### config.mk
export PLATFORM = sky130hd
export DESIGN_NAME = filter_out_buffer
export DESIGN_NICKNAME = d
export VERILOG_FILES = /design/src/rtl/filter_out_buffer.sv
export SDC_FILE = /design/constraint.sdc
export NUM_CORES = 1
export LEC_CHECK = 0
export ABC_CLOCK_PERIOD_IN_PS = 3400
export CAP_MARGIN = 20
export CORE_ASPECT_RATIO = 1.75
export CORE_UTILIZATION = 58
export CTS_CLUSTER_SIZE = 28
export DETAILED_ROUTE_END_ITERATION = 16
export GPL_TIMING_DRIVEN = 0
export PLACE_DENSITY = 0.85
export SYNTH_ARGS = -nofsm -noshare
export SYNTH_HDL_FRONTEND = slang
export SYNTH_SLANG_ARGS = --single-unit
### constraint.sdc
create_clock -name clk -period 3.4 [get_ports clk]
set_input_delay 0.34 -clock clk [delete_from_list [all_inputs] [get_ports clk]]
set_output_delay 0.34 -clock clk [all_outputs]
set_load 0.02 [all_outputs]
### src/rtl/filter_out_buffer.sv
// -----------------------------------------------------------------------------
// filter_out_buffer
//   Output capture stage behind the DA FIR filter. A result word is captured
//   on each rising edge of the filter's ts strobe and queued in a small
//   first-word-fall-through FIFO. The FIFO head is presented on a valid/ready
//   stream. If the consumer stalls and the FIFO fills, further results are
//   dropped. A drop sets a sticky overflow flag and increments a saturating
//   drop counter.
//
// Ports
//   clk       in   clock, all logic on the rising edge
//   rst       in   synchronous active-low reset, highest priority
//   ts        in   result strobe; y_in is valid while ts=1
//   y_in      in   filter result, stored as raw bits
//   clr       in   synchronous clear of FIFO, overflow and drop counter
//   m_valid   out  stream data valid (FIFO not empty)
//   m_ready   in   consumer ready
//   m_data    out  stream data (FIFO head), zero when empty
//   level     out  number of words currently held
//   overflow  out  sticky flag, at least one result dropped
//   drop_cnt  out  dropped-result count, saturates at all-ones
//
// All outputs are registers. The head word for the next cycle is computed
// combinationally so that m_data still shows the FIFO head with one cycle of
// latency from push to m_valid.
// -----------------------------------------------------------------------------
module filter_out_buffer #(
    parameter int WORD_WIDTH = 16,
    parameter int FIFO_DEPTH = 8,
    parameter int CNT_WIDTH  = 8
) (
    input  logic                          clk,
    input  logic                          rst,
    input  logic                          ts,
    input  logic [WORD_WIDTH-1:0]         y_in,
    input  logic                          clr,
    output logic                          m_valid,
    input  logic                          m_ready,
    output logic [WORD_WIDTH-1:0]         m_data,
    output logic [$clog2(FIFO_DEPTH):0]   level,
    output logic                          overflow,
    output logic [CNT_WIDTH-1:0]          drop_cnt
);

    localparam int PW = $clog2(FIFO_DEPTH);
    localparam int LW = PW + 1;

    localparam logic [PW-1:0]         PTR_ZERO  = {PW{1'b0}};
    localparam logic [PW-1:0]         PTR_ONE   = {{(PW-1){1'b0}}, 1'b1};
    localparam logic [LW-1:0]         LVL_ZERO  = {LW{1'b0}};
    localparam logic [LW-1:0]         LVL_ONE   = {{(LW-1){1'b0}}, 1'b1};
    localparam logic [LW-1:0]         LVL_FULL  = {1'b1, {PW{1'b0}}};
    localparam logic [WORD_WIDTH-1:0] DATA_ZERO = {WORD_WIDTH{1'b0}};
    localparam logic [CNT_WIDTH-1:0]  CNT_ZERO  = {CNT_WIDTH{1'b0}};

    // Increment that holds at all-ones instead of wrapping.
    function automatic logic [CNT_WIDTH-1:0] sat_inc(input logic [CNT_WIDTH-1:0] cnt);
        logic [CNT_WIDTH-1:0] res;
        if (cnt == {CNT_WIDTH{1'b1}}) begin
            res = cnt;
        end else begin
            res = cnt + {{(CNT_WIDTH-1){1'b0}}, 1'b1};
        end
        return res;
    endfunction

    logic [WORD_WIDTH-1:0] mem_r [FIFO_DEPTH];
    logic [PW-1:0]         wr_ptr_r;
    logic [PW-1:0]         rd_ptr_r;
    logic [LW-1:0]         level_r;
    logic                  ts_q_r;
    logic                  m_valid_r;
    logic [WORD_WIDTH-1:0] m_data_r;
    logic                  overflow_r;
    logic [CNT_WIDTH-1:0]  drop_cnt_r;

    logic                  push_s;
    logic                  pop_s;
    logic                  full_s;
    logic                  write_s;
    logic                  drop_s;
    logic [PW-1:0]         wr_ptr_nxt_s;
    logic [PW-1:0]         rd_ptr_nxt_s;
    logic [LW-1:0]         level_nxt_s;
    logic [WORD_WIDTH-1:0] head_nxt_s;

    // Push/pop decode and next-state computation for pointers, level and head.
    always_comb begin
        push_s       = ts & ~ts_q_r;
        pop_s        = m_valid_r & m_ready;
        full_s       = (level_r == LVL_FULL);
        // A pop on a full FIFO frees a slot, so a simultaneous push is kept.
        write_s      = push_s & (~full_s | pop_s);
        drop_s       = push_s & full_s & ~pop_s;
        wr_ptr_nxt_s = wr_ptr_r;
        rd_ptr_nxt_s = rd_ptr_r;
        level_nxt_s  = level_r;
        head_nxt_s   = DATA_ZERO;

        if (write_s) begin
            wr_ptr_nxt_s = wr_ptr_r + PTR_ONE;
        end else begin
            wr_ptr_nxt_s = wr_ptr_r;
        end

        if (pop_s) begin
            rd_ptr_nxt_s = rd_ptr_r + PTR_ONE;
        end else begin
            rd_ptr_nxt_s = rd_ptr_r;
        end

        case ({write_s, pop_s})
            2'b10:   level_nxt_s = level_r + LVL_ONE;
            2'b01:   level_nxt_s = level_r - LVL_ONE;
            default: level_nxt_s = level_r;
        endcase

        // The word being written this cycle becomes the head when it lands
        // in the slot the read pointer moves to (empty FIFO, or last word
        // popped while a new one arrives).
        if (level_nxt_s == LVL_ZERO) begin
            head_nxt_s = DATA_ZERO;
        end else if (write_s && (wr_ptr_r == rd_ptr_nxt_s)) begin
            head_nxt_s = y_in;
        end else begin
            head_nxt_s = mem_r[rd_ptr_nxt_s];
        end
    end

    // Storage array; contents need no reset because level gates visibility.
    always_ff @(posedge clk) begin
        if (rst && !clr && write_s) begin
            mem_r[wr_ptr_r] <= y_in;
        end
    end

    // Control state, flags and registered outputs.
    always_ff @(posedge clk) begin
        if (!rst) begin
            wr_ptr_r   <= PTR_ZERO;
            rd_ptr_r   <= PTR_ZERO;
            level_r    <= LVL_ZERO;
            ts_q_r     <= 1'b0;
            m_valid_r  <= 1'b0;
            m_data_r   <= DATA_ZERO;
            overflow_r <= 1'b0;
            drop_cnt_r <= CNT_ZERO;
        end else if (clr) begin
            // ts history keeps tracking so a ts held across clr is not recaptured.
            wr_ptr_r   <= PTR_ZERO;
            rd_ptr_r   <= PTR_ZERO;
            level_r    <= LVL_ZERO;
            ts_q_r     <= ts;
            m_valid_r  <= 1'b0;
            m_data_r   <= DATA_ZERO;
            overflow_r <= 1'b0;
            drop_cnt_r <= CNT_ZERO;
        end else begin
            wr_ptr_r   <= wr_ptr_nxt_s;
            rd_ptr_r   <= rd_ptr_nxt_s;
            level_r    <= level_nxt_s;
            ts_q_r     <= ts;
            m_valid_r  <= (level_nxt_s != LVL_ZERO);
            m_data_r   <= head_nxt_s;
            if (drop_s) begin
                overflow_r <= 1'b1;
                drop_cnt_r <= sat_inc(drop_cnt_r);
            end else begin
                overflow_r <= overflow_r;
                drop_cnt_r <= drop_cnt_r;
            end
        end
    end

    assign m_valid  = m_valid_r;
    assign m_data   = m_data_r;
    assign level    = level_r;
    assign overflow = overflow_r;
    assign drop_cnt = drop_cnt_r;

endmodule
==> impl_results.md, run 1 <==
- Synthesized flop and latch total: 165
- Nets: 463
- Synth top area cells: edfxtp_1, dfxtp_1, mux4_2
- Pint: 3480 uW
- Power per Cell Area: 564 mW/mm^2
- Fin crit period: 2.90 ns
- Crit path cell chain: clkdlybuf4s50_1, and2_0, buf_2, nand2_1, xnor2_1, ha_1, inv_1, nor4_2, o21ai_0, and3_4, a2111o_1, buf_6, buf_8, o211a_1
- Pre-CTS setup slack: 0.0858 ns
- Worst-margin pin slew: 1.01 ns
- Status: completed
- Port Buffers: 50
- RePlAce Congestion: 0.707
- Sw Ratio: 0.213
- Setup Viol. Count Final: 0
- Total congestion overflow: 0
- Fin cells: 581
- Chip Width: 81.7 um
- H-tree levels: 4
- DP Cell Count: 549
- R2R Setup Slk: 0.53 ns
- Layout cells sized above 1: 0.204
- Reg clk slew, reported paths: 0.06 ns
- CTS resizes: 0
- Max-cap violations: 0
- Count leader, synth: edfxtp_1
- Flop pwr share: 0.499
- Deepest clock path buffer count: 2
- Post-CTS Setup Inserts: 0
- Final worst slack: 0.497 ns
- Synth area leader: edfxtp_1
- Hold_buf cts: 0
- EDFF count, synth: 128
- Area fraction of the dominant cell type after synthesis: 0.596
- ANT cells: 0
- Slew Limit Headroom: 0.324
- Total number of vias: 3595
- Worst Setup End Kind: register
- Final Hold Fails: 0
- Critical path class: input pin to register
- Leak: 0.00293 uW
- IO Count: 51
- Crit-path max cell delay: 0.50 ns
- Initial antenna violation count: 0
- Skew-Pair Late Insertion Delay: 0.43 ns
- Drt via density: 6.19
- Syn Area/Cell: 17.9 um^2
- Num Clock Sinks: 165
- Period utilisation layout: 0.854
- Total Routed Length: 13400 um
- Synth top cells by count: edfxtp_1, dfxtp_1, mux4_2
- Placement Rows: 50
- RSZ-0062 raised after global routing: false
- Peak VDD IR: 432 uV
- Core Area: 0.0108 mm^2
- Post-route ant nets: 0
- Number of global-route vias before repair: 3794
- Comb power frac: 0.062
- Total net switching power: 942 uW
- WL/cell: 23.1 um
- Slowest CP cell: clkdlybuf4s50_1
- Setup crit start kind: input pin
- Cells after Synth: 361
- Slew Limit Fails: 0
- GRT Total Usage: 0.264
- F_max: 344 MHz
- CTS buffer count: 17
- Die Ht: 141 um
- DR pass1 iterations: 5
- Hold WC Path Type: register to register
- Post-synth net total: 386
- Ys flop type: edfxtp_1
- WP data required: 3.71 ns
- DRC errors left: 0
- Seq/Total Area, Yosys: 0.711
- Synth warn: 0
- Synth Cell Area: 0.00644 mm^2
- DIE AREA: 0.0116 mm^2
- Clock power share: 0.440
- Post-DP HPWL: 8030 um
- Worst-path fanout max: 10
- P&R area growth vs syn: 21.7%
- Arr. time, crit path: 3.21 ns
- CTS tree: yes
- Largest net degree at the start of global routing: 17
- Power Total: 4430 uW
- Final core utilization: 0.729
- Global-route wire length before repair: 20900 um
- Synth cell types: 42
- Layout Skew: 0.00757 ns
- Starting Density: 0.599
- Clock root cell: clkbuf_16
- Ys async rst share: 0
- Number of DRC markers in iteration 0: 275
==> cells by family after synthesis <==
| family | synth area share |
|---|---|
| mux | 0.141 |
| simple gates | 0.0627 |
| xor+xnor | 0.0227 |
| compound gates | 0.0386 |
| buf+inv | 0.0155 |
| flops | 0.711 |
| fa+ha+maj | 0.00777 |
==> critical path, delay by kind of cell <==
| family | cells | cell delay [ns] |
|---|---|---|
| AOI/OAI and AO/OA | 3 | 0.66 |
| xor gates and xnor gates | 1 | 0.19 |
| adders and majority gates | 1 | 0.21 |
| buffers and inverters | 5 | 1.05 |
| and+or+nand+nor | 4 | 0.78 |
==> placed cells by master, fill, tap and decap left out, drive strengths merged, types with 4 or more instances in the layout <==
master and instances:
nand3 5, nand2 26, clkdlybuf4s50 50, ha 4, xnor2 5, clkbuf 26
nand2b 5, or3 5, mux2i 19, nor2 20, o211a 16, dfxtp 37
inv 6, and2 4, mux4 32, buf 16, xor2 10, edfxtp 128
clkinv 6
==> final timing paths <==
| path | cells after the start | startpoint | endpoint |
|---|---|---|---|
| setup / recovery | 14 | m_ready | m_data[11] |
| hold / removal | 2 | overflow | overflow |
| setup reg to reg | 7 | rd_ptr_r[0] | m_data[11] |
| hold reg to reg | 2 | overflow | overflow |
==> metrics by stage <==
step                TNS [ns]  cell area (um^2)  hold slack (ns)
finish                     0              7850            0.480
global route               0              7850            0.523
CTS                        0              7850            0.480
detailed placement         0              7250            0.464
global placement      -31.38              7110            0.445
floorplan                  0              6440            0.439
==> layout make-up <==
type                    count  area (um^2)
well taps                 130          163
repair buffers             58          613
clock inverters            15          174
multi-input cells         178         1790
plain buffers              17         96.3
inverters                   1         3.75
clock buffers              17          425
flip-flops and latches    165         4580
fillers                   637         2920
==> power by group through the flow <==
stage,clock network [uW],registers (uW),logic (uW)
global placement,0,2250,260
floorplan,0,2270,135
detailed placement,0,2250,271
global route,2050,2210,294
finish,1950,2210,273
CTS,1960,2210,275
==> flip-flops by register name (all words and copies together), names as in the netlist <==
name / count
mem_r: 128
m_data: 16
drop_cnt: 8
level: 4
rd_ptr_r: 3
wr_ptr_r: 3
m_valid: 1
overflow: 1
ts_q_r: 1
==> layer usage <==
layer | wire length [um] | up-vias | GRT usage
met2 | 7030 | 168 | 0.426
met5 | 0 | - | 0
met3 | 860 | 39 | 0.0836
met1 | 5110 | 1817 | 0.320
li1 | - | 1571 | -
met4 | 437 | 0 | 0.119
(Power assumes the default switching activity.)
==> run 2, diff against run 1 <==
--- a/config.mk
+++ b/config.mk
@@ -8,11 +8,11 @@
 export ABC_CLOCK_PERIOD_IN_PS = 3400
 export CAP_MARGIN = 20
 export CORE_ASPECT_RATIO = 1.75
-export CORE_UTILIZATION = 58
-export CTS_CLUSTER_SIZE = 28
+export CORE_UTILIZATION = 48
+export CTS_CLUSTER_SIZE = 20
 export DETAILED_ROUTE_END_ITERATION = 16
 export GPL_TIMING_DRIVEN = 0
-export PLACE_DENSITY = 0.85
+export PLACE_DENSITY = 0.74
 export SYNTH_ARGS = -nofsm -noshare
 export SYNTH_HDL_FRONTEND = slang
 export SYNTH_SLANG_ARGS = --single-unit
==> run 2 against run 1 <==
  * Global-route usage fell by 5.2 points
  * Worst hold slack lost 0.0022 ns
  * Critical path type unchanged
  * Critical path depth is the same
  * Largest power group unchanged
  * Final area is 1.8% higher
  * Sequential power about the same
==> impl_results.md, run 2 (same netlist as run 1, synthesis figures left out) <==
- Status: completed
- Post-CTS Setup Inserts: 0
- RSZ-0062 raised after global routing: false
- Port Buffers: 50
- Total number of vias: 3501
- Critical path class: input pin to register
- Power per Cell Area: 563 mW/mm^2
- Most flop-heavy register: mem_r
- Layout Skew: 0.00691 ns
- Fin Hold WS: 0.478 ns
- Slew Limit Headroom: 0.415
- Period utilisation layout: 0.872
- Post-DP HPWL: 8620 um
- GRT Total Usage: 0.212
- Peak VDD IR: 366 uV
- Nets: 464
- IO Count: 51
- Placement Rows: 55
- Num Clock Sinks: 165
- Largest net degree at the start of global routing: 17
- Max-cap violations: 0
- Final core utilization: 0.614
- WP data required: 3.70 ns
- GR peak layer: met2
- Hold_buf cts: 0
- CTS buffer count: 17
- Slew Limit Fails: 0
- Die Ht: 155 um
- Hold WC Path Type: register to register
- Setup crit start kind: input pin
- Starting Density: 0.496
- H-tree levels: 4
- Reg clk slew, reported paths: 0.06 ns
- Commonest non-fill, non-tap cell in the layout: edfxtp_1
- ANT cells: 0
- Largest register FFs: 128
- DIE AREA: 0.0139 mm^2
- Clock root cell: clkbuf_16
- Worst-path fanout max: 10
- Fin crit period: 2.96 ns
- Drt via density: 5.63
- Placed Area: 0.00736 mm^2
- Arr. time, crit path: 3.27 ns
- Commonest cells after routing, fill and taps aside: edfxtp_1, clkdlybuf4s50_1, dfxtp_1, mux4_2, nand2_1
- Crit-path max cell delay: 0.51 ns
- CTS tree: yes
- Worst-margin pin slew: 0.878 ns
- Worst Setup End Kind: register
- Total Routed Length: 13400 um
- Final worst slack: 0.436 ns
- Crit path cell chain: clkdlybuf4s50_1, and2_0, buf_2, nand2_1, xnor2_1, ha_1, inv_1, nor4_2, o21ai_0, and3_4, a2111o_1, buf_6, buf_8, o211a_1
- Global-route wire length before repair: 20300 um
- Pre-CTS setup slack: 0.0156 ns
- Final Hold Fails: 0
- Cell area after layout: 0.00799 mm^2
- Chip Width: 89.6 um
- Post-route ant nets: 0
- Initial antenna violation count: 0
- F_max: 337 MHz
- DR pass1 iterations: 4
- Deepest clock path buffer count: 2
- Met3 usage: 0.0515
- Skew-Pair Late Insertion Delay: 0.42 ns
- Setup Viol. Count Final: 0
- Leak: 0.00296 uW
- Slowest CP cell: clkdlybuf4s50_1
- R2R Setup Slk: 0.49 ns
- Number of DRC markers in iteration 0: 251
- # fillers: 926
- RePlAce Congestion: 0.745
- P&R area growth vs syn: 24.0%
- Core Area: 0.0130 mm^2
- Met2 GRT Util: 0.370
- Layout cells sized above 1: 0.204
- Total congestion overflow: 0
- Setup_tns: 0 ns
- CTS resizes: 0
- Number of global-route vias before repair: 3663
- Met1 Usage GRT: 0.233
- DRC errors left: 0
- WL/cell: 21.5 um
-- run 2: final cells by class --
type                    count  area (um^2)  share of cell area
plain buffers              17         96.3              0.0121
clock inverters            12          178              0.0222
flip-flops and latches    165         4580               0.574
inverters                   1         3.75            0.000470
multi-input cells         178         1790               0.223
clock buffers              19          453              0.0567
repair buffers             59          674              0.0844
well taps                 171          214              0.0268
-- run 2: per-layer routing --
layer,part of all wire,vias to the layer above
li1,-,1574
met1,0.37,1776
met2,0.55,125
met3,0.051,26
met4,0.024,0
met5,0,-
-- run 2: power by group --
group          switching, uW  internal [uW]
clock network            754           1260
registers               11.2           2200
logic                    141            131
-- run 2: worst paths after layout --
| kind | to | start | cells after the start |
|---|---|---|---|
| max | m_data[12] | m_ready | 14 |
| min | overflow | overflow | 2 |
| max reg2reg | m_data[8] | rd_ptr_r[0] | 7 |
| min reg2reg | overflow | overflow | 2 |
-- run 2: worst max-delay path: cells and delay by family --
family                   cells  cell delay, ns
AND/OR/NAND/NOR              4            0.81
XOR/XNOR                     1            0.18
adder cells (fa/ha/maj)      1            0.20
buffers and inverters        5            1.07
AO/OA/AOI/OAI                3            0.66
-- run 2: through the flow --
step	instances	power, uW
6_report	622	4500
5_1_grt	622	4600
4_1_cts	622	4520
3_5_place_dp	591	2520
3_3_place_gp	582	2520
2_1_floorplan	361	2400
